==> src/rtl/pipe_hazard_ctrl.sv <==
// pipe_hazard_ctrl
//   Data-hazard controller for an in-order pipeline. It tracks the instruction
//   in EX plus N_STG older writer stages (MA, WB, WB-hold, ...), chooses EX
//   operand bypass sources, and produces the IF/ID stall and the IF/ID and
//   ID/EX flushes. Control outputs are combinational from the scoreboard and
//   the current ID/EX inputs.
//
//   Parameters
//     N_STG    : tracked post-EX writer stages (2..6)
//     FWD_MODE : 1 = bypass from tracked stages, 0 = interlock only
//     SEL_W    : width of each forward select, 2**SEL_W > N_STG
//
//   Ports
//     clk, reset_n              : rising-edge clock, async active-low reset
//     id_valid                  : ID stage holds a real instruction
//     id_rs1/id_rs2/id_rd       : ID register addresses
//     id_use_rs1/id_use_rs2     : ID source-operand use flags
//     id_we/id_is_load          : ID register-write and load flags
//     br_taken_ex               : branch/jump resolved taken in EX
//     fwd_sel_a/fwd_sel_b       : EX operand source, 0 = regfile, k = stage k
//     stall_if_id               : hold PC and IF/ID
//     flush_if_id/flush_id_ex   : turn IF/ID and ID/EX contents into bubbles
//     stall_cnt/flush_cnt       : saturating performance counters
//
//   Build option
//     HAZ_PERF_CNT_EN : when defined, stall_cnt/flush_cnt count stall cycles
//                       and taken-branch cycles; otherwise both read as 0 and
//                       no counter flops exist.
module pipe_hazard_ctrl #(
  parameter int unsigned N_STG    = 3,
  parameter int unsigned FWD_MODE = 1,
  parameter int unsigned SEL_W    = 3
) (
  input  logic             clk,
  input  logic             reset_n,
  input  logic             id_valid,
  input  logic [4:0]       id_rs1,
  input  logic [4:0]       id_rs2,
  input  logic [4:0]       id_rd,
  input  logic             id_use_rs1,
  input  logic             id_use_rs2,
  input  logic             id_we,
  input  logic             id_is_load,
  input  logic             br_taken_ex,
  output logic [SEL_W-1:0] fwd_sel_a,
  output logic [SEL_W-1:0] fwd_sel_b,
  output logic             stall_if_id,
  output logic             flush_if_id,
  output logic             flush_id_ex,
  output logic [31:0]      stall_cnt,
  output logic [31:0]      flush_cnt
);

  typedef struct packed {
    logic       valid;
    logic [4:0] rd;
    logic       we;
    logic       is_load;
    logic [4:0] rs1;
    logic [4:0] rs2;
    logic       use_rs1;
    logic       use_rs2;
  } entry_t;

  entry_t           ex_q;
  entry_t           ex_d;
  entry_t [N_STG:1] stg_q;   // stg_q[1] = MA, stg_q[N_STG] = oldest
  logic             hazard;
  logic             unused_stg_bits;

  // x0 is hard-wired zero: an rd=0 entry never produces a value.
  function automatic logic is_writer(input entry_t e);
    return e.valid && e.we && (e.rd != 5'd0);
  endfunction

  function automatic logic fwd_hit(input entry_t w, input logic [4:0] rs,
                                   input logic use_rs);
    return is_writer(w) && use_rs && (w.rd == rs);
  endfunction

  function automatic logic src_hit(input entry_t w,
                                   input logic [4:0] rs1, input logic use1,
                                   input logic [4:0] rs2, input logic use2);
    return fwd_hit(w, rs1, use1) || fwd_hit(w, rs2, use2);
  endfunction

  // Bypass select: scan from oldest to youngest so the youngest matching
  // writer (lowest stage number) is the last assignment and wins.
  always_comb begin
    fwd_sel_a = '0;
    fwd_sel_b = '0;
    if (FWD_MODE != 0 && ex_q.valid) begin
      for (int unsigned k = N_STG; k >= 1; k--) begin
        if (fwd_hit(stg_q[k], ex_q.rs1, ex_q.use_rs1)) fwd_sel_a = SEL_W'(k);
        if (fwd_hit(stg_q[k], ex_q.rs2, ex_q.use_rs2)) fwd_sel_b = SEL_W'(k);
      end
    end
  end

  // With bypass only a load still in EX cannot feed the next instruction.
  // Without bypass the consumer waits until the writer reaches the last
  // tracked stage, whose result is in the register file by the time it reads.
  always_comb begin
    hazard = 1'b0;
    if (id_valid) begin
      if (FWD_MODE != 0) begin
        hazard = ex_q.is_load &&
                 src_hit(ex_q, id_rs1, id_use_rs1, id_rs2, id_use_rs2);
      end else begin
        hazard = src_hit(ex_q, id_rs1, id_use_rs1, id_rs2, id_use_rs2);
        for (int unsigned k = 1; k < N_STG; k++) begin
          if (src_hit(stg_q[k], id_rs1, id_use_rs1, id_rs2, id_use_rs2))
            hazard = 1'b1;
        end
      end
    end
  end

  // A taken branch discards the dependent instruction, so flush beats stall.
  assign flush_if_id = reset_n & br_taken_ex;
  assign flush_id_ex = reset_n & br_taken_ex;
  assign stall_if_id = reset_n & hazard & ~br_taken_ex;

  always_comb begin
    ex_d = '0;
    if (id_valid && !stall_if_id && !flush_id_ex) begin
      ex_d.valid   = 1'b1;
      ex_d.rd      = id_rd;
      ex_d.we      = id_we;
      ex_d.is_load = id_is_load;
      ex_d.rs1     = id_rs1;
      ex_d.rs2     = id_rs2;
      ex_d.use_rs1 = id_use_rs1;
      ex_d.use_rs2 = id_use_rs2;
    end
  end

  // Older stages always advance; a flush only replaces what enters EX.
  always_ff @(posedge clk or negedge reset_n) begin
    if (!reset_n) begin
      ex_q  <= '0;
      stg_q <= '0;
    end else begin
      ex_q  <= ex_d;
      stg_q <= {stg_q[N_STG-1:1], ex_q};
    end
  end

  // Source fields of the older stages are kept for visibility only.
  assign unused_stg_bits = ^stg_q;

`ifdef HAZ_PERF_CNT_EN
  logic [31:0] stall_cnt_q;
  logic [31:0] stall_cnt_d;
  logic [31:0] flush_cnt_q;
  logic [31:0] flush_cnt_d;

  always_comb begin
    stall_cnt_d = stall_cnt_q;
    flush_cnt_d = flush_cnt_q;
    if (stall_if_id && stall_cnt_q != '1) stall_cnt_d = stall_cnt_q + 32'd1;
    if (br_taken_ex && flush_cnt_q != '1) flush_cnt_d = flush_cnt_q + 32'd1;
  end

  always_ff @(posedge clk or negedge reset_n) begin
    if (!reset_n) begin
      stall_cnt_q <= '0;
      flush_cnt_q <= '0;
    end else begin
      stall_cnt_q <= stall_cnt_d;
      flush_cnt_q <= flush_cnt_d;
    end
  end

  assign stall_cnt = stall_cnt_q;
  assign flush_cnt = flush_cnt_q;
`else
  assign stall_cnt = '0;
  assign flush_cnt = '0;
`endif

endmodule

==> config.mk <==
export PLATFORM = sky130hd
export DESIGN_NAME = pipe_hazard_ctrl
export DESIGN_NICKNAME = d
export VERILOG_FILES = /design/src/rtl/pipe_hazard_ctrl.sv
export SDC_FILE = /design/constraint.sdc
export NUM_CORES = 1
export LEC_CHECK = 0
export ABC_AREA = 1
export CORE_MARGIN = 3
export CORE_UTILIZATION = 35
export CTS_CLUSTER_SIZE = 24
export DETAILED_ROUTE_END_ITERATION = 7
export PLACE_DENSITY = 0.7
export SLEW_MARGIN = 20
export SYNTH_ARGS = -nofsm -noshare
export SYNTH_HDL_FRONTEND = slang
export SYNTH_SLANG_ARGS = --single-unit
==> constraint.sdc <==
create_clock -name clk -period 1.5 [get_ports clk]
set_input_delay 0.375 -clock clk [delete_from_list [all_inputs] [get_ports clk]]
set_output_delay 0.375 -clock clk [all_outputs]
set_load 0.05 [all_outputs]
-- Word level (Yosys, flattened, before mapping)
Index checks and enable logic that the tools add are counted.
- shift-type cells: 0
- $lt $le $gt $ge: 0
- reduce and logical (&&, ||, !) cells: 34
- mux-type cells: 10
- add/sub/neg operators: 0
- equality and inequality tests: 8
- bitwise operators: 4
- $mul: 0
- divide/modulo/power cells: 0
- operators by type and width (operator ; number):
    $eq A5 B5 Y1 ; 8
    $logic_and A1 B1 Y1 ; 27
    $mux W20 ; 1
    $reduce_bool A5 Y1 ; 4
    $mux W3 ; 6
    $mux W2 ; 2
    $and A1 B1 Y1 ; 3
    $logic_not A1 Y1 ; 2
    $logic_or A1 B1 Y1 ; 1
    $mux W1 ; 1
    $not A1 Y1 ; 1
- latch bits: 0
- ROM bits: 0
- memory bits (writable): 0
- memories: 0
- logic and storage cells: 73
- bits of input ports: 23
- flip-flop bits (word level): 41
- output and inout port bits: 73

-- Logic depth before layout (Yosys ltp)
Gate-level depths: netlist (run 1).
- depth in word-level cells: 13
- depth in mapped cells: 10

-- Worst setup path before layout (run 1)
No wires, ideal clock.
- path kind: flip-flop to output port
- start: register ex_q[7] in the netlist's numbering
- end: output port fwd_sel_a[1]
- stages on the path, launching flop included: 8
- path buffers: 0
- slack: -0.528 ns
- arrival: 1.653 ns
- path through: dfrtp_1 -> inv_2 -> nand2_1 -> nand2_1 -> nor2_1 -> nand3_1 -> or2_1 -> a21oi_1
- word-level cells in the longest chain between the ends: 6
- elaborated cells on any way between the ends: 10
- classes of those cells: 3 x eq/ne; 4 x mux; 3 x reduce/logical
- ends and longest elaborated chain (item ; RTL line ; text):
    start: declaration ; 65 ; entry_t ex_q;
    start signal: assignment ; 141 ; ex_q <= '0;
    start signal: assignment ; 144 ; ex_q <= ex_d;
    $eq A5 B5 Y1 ; 78 ; return is_writer(w) && use_rs && (w.rd == rs);
    $logic_and A1 B1 Y1 ; 78 ;
    $mux W2 ; 94 ; if (fwd_hit(stg_q[k], ex_q.rs1, ex_q.use_rs1)) fwd_sel_a = SEL_W'(k);
    $mux W3 ; 94 ;
    $mux W3 (*) ; 94 ;
    $mux W3 (*) ; 92 ; if (FWD_MODE != 0 && ex_q.valid) begin
    end: declaration ; 45 ; output logic [SEL_W-1:0] fwd_sel_a,
Mark *: on every way between the ends. The rest lies on a longest branch, timed or not.

-- Worst setup path in the final report (run 1)
- start: register stg_q[18] in the netlist's numbering
- end: output port fwd_sel_a[1]
- word-level cells in the longest chain between the ends: 6
- elaborated cells on any way between the ends: 7
- classes of those cells: 1 x eq/ne; 2 x mux; 4 x reduce/logical
- ends and longest elaborated chain (item ; RTL line ; text):
    start: declaration ; 67 ; entry_t [N_STG:1] stg_q;
    start signal: assignment ; 145 ; stg_q <= {stg_q[N_STG-1:1], ex_q};
    $reduce_bool A5 Y1 ; n/a ;
    $logic_and A1 B1 Y1 ; n/a ;
    $logic_and A1 B1 Y1 ; 78 ;
    $logic_and A1 B1 Y1 (*) ; 78 ;
    $mux W3 (*) ; 94 ;
    $mux W3 (*) ; 92 ;
Marked as above.

==> summary.md, run 1 <==
| Metric | Value |
|---|---|
| Status | finished, violations left |
| Violated checks | negative setup slack |
| Register clock-pin slew on the reported worst setup and hold paths | 70 ps |
| Mapped Cells | 355 |
| Non-filler cells, final | 508 |
| Final worst slack | -545 ps |
| DRC errors left | 0 |
| Vias per std cell | 4.08 |
| Fillers | 735 |
| Sequential cell area | 1030 um2 |
| Post-synth top flop | dfrtp_1 |
| Largest net degree at the start of global routing | 37 |
| # clock sinks | 41 |
| Clk buf depth | 2 |
| Tcrit/Tclk final | 1.36 |
| R2R Setup Slk | -10 ps |
| Top-count cell post-synth | nand2_1 |
| I/O Pins | 96 |
| Synthesized flop and latch total | 41 |
| Clock Skews | 7.08 ps |
| Vias | 2074 |
| Initial Util | 0.373 |
| Met1 Routed Length | 2.14 mm |
| Dpl ws | -468 ps |
| Synthesis-to-finish area growth | 24.7% |
| Post-synth ARST share | 1.00 |
| CORE AREA | 7020 um2 |
| Max-cap violations | 0 |
| Die span in x | 92.4 um |
| Die Ht | 92.4 um |
| CTS H-tree depth | 2 |
| Crit path DAT | 1670 ps |
| Clk root buf | clkbuf_8 |
| RSZ-0062 raised after global routing | true |
| PortBufs | 29 |
| Layout Cell Area excl Fill | 3260 um2 |
| Min-delay worst type | input port to asynchronous set/reset pin |
| Area contributors post-synth | dfrtp_1, buf_4, nand2_1 |
| DR top layer | met4 |
| Seq/Total Area, Yosys | 0.392 |
| # diodes | 0 |
| CTS Buf Count | 5 |
| Total congestion overflow | 0 |
| Hold Worst Slack | 21.8 ps |
| Yosys warning count | 0 |
| Worst skew pair latency | 280 ps |
| Pwr dens | 836 nW/um2 |
| WL final | 5.32 mm |
| Die area | 8540 um2 |
| Drt initial violations | 166 |
| Final Net Count | 435 |
| Setup Crit Path Kind | flip-flop to output pin |
| CTS tree | built |
| Total Routing Usage GR | 0.123 |
| Met3 wire len | 305 um |
| Peak Freq | 489 MHz |
| Top cell type by total area after synthesis | dfrtp_1 |
| Critical Path RT | 1120 ps |
| Worst Setup End Kind | output pin |
| RePlAce Congestion | 0.904 |
| Met2 routed WL | 2.72 mm |
| Slew Viols, Final | 0 |
| Post-synth EDFFs | 0 |
| CP startpoint kind | flip-flop |
| Area of the mapped netlist | 2620 um2 |
| Pre-antenna DRT Iters | 4 |
| Top cells by count, synth | nand2_1, buf_4, inv_1 |
| Vias in the first global route | 1920 |
| Crit path max fanout | 5 |
| Avg Inst Size Synth | 7.37 um2 |
| Layout cell share with drive strength beyond 1 | 0.228 |
| Initial antenna violation count | 0 |
| Row cnt | 30 |
| Peak VDD IR | 0.395 mV |
| Final setup viols | 8 |
| Drt wl/cell | 10.5 um |
| Final Util | 0.465 |
| DP Area | 3000 um2 |
| Pleak | 1.75 nW |
| Distinct cells, synth | 23 |
| Tmin final | 2050 ps |
| Post-DP HPWL | 4.18 mm |
| Cell count after placement | 493 |
| Hold Vio Cnt, Final | 0 |
| Synth top area share | 0.392 |
| Multi-input gate area | 1230 um2 |
| First-pass GRT wire length | 8.54 mm |
| Routed Antenna Nets | 0 |
## cells by family after synthesis
logic type | count (synthesis) | share of synthesized area
DFF | 41 | 0.392
xor gates and xnor gates | 4 | 0.0134
other | 1 | 0.00143
and+or+nand+nor | 169 | 0.281
AOI/OAI and AO/OA | 14 | 0.0292
buffers and inverters | 126 | 0.283
## worst max-delay path, stage by stage, from the launching register on
cell     delay [ps]
dfrtp_1         430
nor2_1          120
nand3_1          80
nand2_1          90
inv_1            50
nand4_1         200
nand2_1         130
a21oi_4         150
buf_12          150
## power breakdown
part / switching (mW) / internal, mW
logic: 0.600 / 0.198
clock network: 0.341 / 0.365
registers: 0.0599 / 1.16
total: 1.00 / 1.73
## area by class of cell
| type | instances | share of cell area |
|---|---|---|
| Clock buffer | 7 | 0.0265 |
| Tap cell | 96 | 0.0368 |
| Multi-Input combinational cell | 253 | 0.378 |
| Sequential cell | 41 | 0.317 |
| Inverter | 57 | 0.0668 |
| Timing Repair Buffer | 54 | 0.175 |
## worst paths after layout
check / startpoint / to / cells past startpoint
setup / recovery: stg_q[18] / fwd_sel_a[1] / 8
hold / removal: reset_n / ex_q[12] / 2
setup reg to reg: ex_q[15] / ex_q[15] / 9
hold reg to reg: stg_q[33] / stg_q[53] / 0
max in group asynchronous: reset_n / ex_q[15] / 2
min in group clk: stg_q[33] / stg_q[53] / 0
## cells in the final DEF, fill, tap and decap left out, types with 5 or more instances in the layout
| cell type | count |
|---|---|
| dfrtp_1 | 36 |
| clkbuf_8 | 6 |
| nor2_1 | 29 |
| inv_2 | 14 |
| clkdlybuf4s50_1 | 8 |
| dlygate4sd2_1 | 12 |
| inv_1 | 42 |
| nand2_1 | 89 |
| nand3_1 | 13 |
| buf_4 | 21 |
| nor2_2 | 10 |
| nor2_4 | 15 |
| buf_12 | 8 |
| dfrtp_2 | 5 |
| conb_1 | 66 |
## through the flow
stage / total power, mW / TNS, ps
after CTS: 2.71 / -2380
after floorplan: 1.93 / -337
after detailed placement: 1.99 / -7850
final: 2.73 / -2460
after global placement: 1.97 / -6460
after global routing: 2.88 / -4320
## layer usage
| metal | track usage | vias up |
|---|---|---|
| li1 | - | 1032 |
| met1 | 0.154 | 948 |
| met2 | 0.204 | 80 |
| met3 | 0.0309 | 14 |
| met4 | 0.0495 | 0 |
| met5 | 0 | - |
## what timing repair did
action | in CTS | in global routing
gates cloned | 1 | 0
pin swaps | 7 | 9
buffers inserted | 4 | 3
endpoints found under the setup margin | 23 | 25
resized for setup | 24 | 25
hold buffers | 0 | 0
## registers in the layout, indices dropped and copies added, names as in the netlist
name	flops
ex_q	20
stg_q	21
Power figures use the tool's default switching activity.
==> inputs of run 2 (changes only) <==
Settings changed: CORE_MARGIN 3 to not set, CTS_BUF_LIST set to sky130_fd_sc_hd__clkbuf_4.
==> run 2 against run 1 <==
Against the previous run: the run still ends with negative setup slack left; die area fell by 8.5%; first-iteration DRC count fell by 39%; fmax fell by 3.9%; via count fell by 2.7%; setup slack got worse by 83 ps; clock skew fell by 2.7 ps; total power rose by 5.9%; critical path depth fell by 1; register-to-register slack improved by 100 ps; cell count rose by 0.98%; critical path type unchanged; largest cell class unchanged; largest power group unchanged; highest routed layer unchanged.
==> summary.md, run 2 (synthesized netlist as in run 1, its figures left out) <==
| Metric | Value |
|---|---|
| Pre-antenna DRT Iters | 4 (unchanged) |
| Synthesis-to-finish area growth | 24.3% |
| CTS H-tree depth | 2 (unchanged) |
| Status | finished, violations left |
| Slew Viols, Final | 0 (unchanged) |
| RSZ-0062 raised after global routing | true |
| Worst skew pair latency | 340 ps (+60 ps) |
| CORE AREA | 7250 um2 (+3.3%) |
| Initial antenna violation count | 0 (unchanged) |
| Dpl ws | -470 ps (-2.16 ps) |
| Largest net degree at the start of global routing | 35 (-5.4%) |
| Die span in x | 88.4 um (-4.3%) |
| Pwr dens | 889 nW/um2 (+6.2%) |
| Most frequent cells in the layout | nand2_1, conb_1, inv_1, dfrtp_1, nor2_1 |
| CP startpoint kind | flip-flop |
| Final Util | 0.448 (-0.0164) |
| Drt initial violations | 102 (-39%) |
| RePlAce Congestion | 0.867 (-4.1%) |
| Vias | 2019 (-2.7%) |
| Commonest non-fill, non-tap cell in the layout | nand2_1 |
| # diodes | 0 (unchanged) |
| Max-cap violations | 0 (unchanged) |
| Register clock-pin slew on the reported worst setup and hold paths | 120 ps (+50 ps) |
| Sequential fraction of design power | 0.425 (-0.024) |
| Met2 routed WL | 2.51 mm (-7.9%) |
| Vias in the first global route | 1808 (-5.8%) |
| # clock sinks | 41 (unchanged) |
| Final setup viols | 5 (-3) |
| I/O Pins | 96 (unchanged) |
| Row cnt | 31 (+3.3%) |
| Net switching power | 1.01 mW (+0.51%) |
| Sw Share | 0.348 (-0.0187) |
| Fillers | 747 (+1.6%) |
| Critical Path RT | 1120 ps (about the same) |
| Most flops, register | stg_q |
| Met1 Routed Length | 2.37 mm (+11%) |
| Hold Worst Slack | 88.8 ps (+67.0 ps) |
| P_int | 1.88 mW (+9.1%) |
| Setup Crit Path Kind | flip-flop to output pin |
| Drt wl/cell | 9.93 um (-5.2%) |
| DRC errors left | 0 (unchanged) |
| Pleak | 1.73 nW (-0.80%) |
| Critical-path cell list | buf_4 > nand2_1 > nand3_1 > nor3_1 > nand2_1 > a21oi_4 > buf_12 |
| Comb pwr share | 0.273 (-0.020) |
| Final Net Count | 436 (+0.23%) |
| Min-delay worst type | input port to asynchronous set/reset pin |
| Vias per std cell | 3.94 (-3.6%) |
| Clock Skews | 4.37 ps (-2.71 ps) |
| Final worst slack | -628 ps (-83.1 ps) |
| WL final | 5.09 mm (-4.3%) |
| Met3 wire len | 188 um (-38%) |
| Peak VDD IR | 0.324 mV (-18%) |
| Violated checks | negative setup slack |
| Crit path DAT | 1750 ps (+80 ps) |
| Worst Setup End Kind | output pin |
| Crit-path most repeated cell | nand2_1 |
| Crit path max fanout | 3 (-2) |
| Clk buf depth | 2 (unchanged) |
| Critical Path Slowest Stage Cell | dfrtp_1 |
| Die area | 7820 um2 (-8.5%) |
| Total congestion overflow | 0 (unchanged) |
| Tcrit/Tclk final | 1.42 (+0.0554) |
| CTS Buf Count | 5 (unchanged) |
| CTS tree | built |
| Layout cell share with drive strength beyond 1 | 0.251 (+0.0231) |
| Hold Vio Cnt, Final | 0 (unchanged) |
| Post-DP HPWL | 3.95 mm (-5.6%) |
| Clk pwr share | 0.302 (+0.043) |
| Largest register FFs | 21 (unchanged) |
| First-pass GRT wire length | 7.96 mm (-6.7%) |
| Setup tns final | -2900 ps (-444 ps) |
| Reg2Reg Depth | 8 (-1) |
| Largest regs | stg_q x21, ex_q x20 |
| Tmin final | 2130 ps (+83.1 ps) |
| Initial Util | 0.361 (-0.0120) |
| Clk root buf | clkbuf_4 |
| DR top layer | met4 |
| Total Routing Usage GR | 0.134 (+0.0110) |
| Highest cell delay on the worst timing path | 430 ps (about the same) |
| PortBufs | 29 (unchanged) |
| Routed Antenna Nets | 0 (unchanged) |
| Peak Freq | 470 MHz (-3.9%) |
| Die Ht | 88.4 um (-4.3%) |
[run 2: repair_timing]
action	4_1_cts	5_1_grt
resized for setup	15	19
hold endpoints to repair	7	0
setup endpoints to repair	7	9
pin swaps	11	5
buffers inserted	2	3
gates cloned	0	1
hold buffers	1	0
[run 2: power by group through the flow]
stage          sequential, mW  combinational [mW]  clock (mW)
3_3_place_gp             1.24               0.744           0
6_report                 1.23               0.789       0.872
4_1_cts                  1.22               0.762       0.887
5_1_grt                  1.24               0.857       0.940
2_1_floorplan            1.23               0.709           0
3_5_place_dp             1.24               0.753           0
[run 2: layer usage]
layer | global-route usage | vias to the layer above
met2 | 0.230 | 59
met1 | 0.172 | 922
met4 | 0.0264 | 0
met5 | 0 | -
met3 | 0.0354 | 4
li1 | - | 1034
[run 2: path summary, 6_finish.rpt]
check	start	end	slack [ps]
min in group clk	stg_q[33]	stg_q[53]	390
hold reg to reg	stg_q[33]	stg_q[53]	390
setup / recovery	stg_q[14]	fwd_sel_b[0]	-630
hold / removal	reset_n	ex_q[17]	90
setup reg to reg	ex_q[15]	ex_q[4]	90
max in group asynchronous	reset_n	stg_q[19]	890
[run 2: worst max-delay path: cells and delay by family (launching register included)]
family / cells / cell delay (ps)
simple gates: 4 / 510
flops: 1 / 430
buf+inv: 2 / 290
compound gates: 1 / 190
[run 2: stage by stage]
step | cells | total power, mW | instance area [um2]
finish | 513 | 2.89 | 3250
global route | 513 | 3.03 | 3250
CTS | 509 | 2.87 | 3160
detailed placement | 498 | 2.00 | 3020
global placement | 498 | 1.98 | 3020
floorplan | 420 | 1.93 | 2910
[run 2: layout make-up]
| class | instances | area (um2) | share of cell area |
|---|---|---|---|
| multi-input cells | 253 | 1190 | 0.366 |
| flip-flops and latches | 41 | 1030 | 0.318 |
| repair buffers | 55 | 583 | 0.179 |
| inverters | 57 | 218 | 0.0670 |
| well taps | 99 | 124 | 0.0381 |
| clock inverters | 3 | 65.1 | 0.0200 |
| clock buffers | 5 | 37.5 | 0.0115 |
==> inputs of run 3 (changes only) <==
Settings changed: CTS_CLUSTER_SIZE 24 to not set, SLEW_MARGIN 20 to not set.
==> results of run 3 <==
The final DEF is identical to that of run 2; final timing and power are the same.
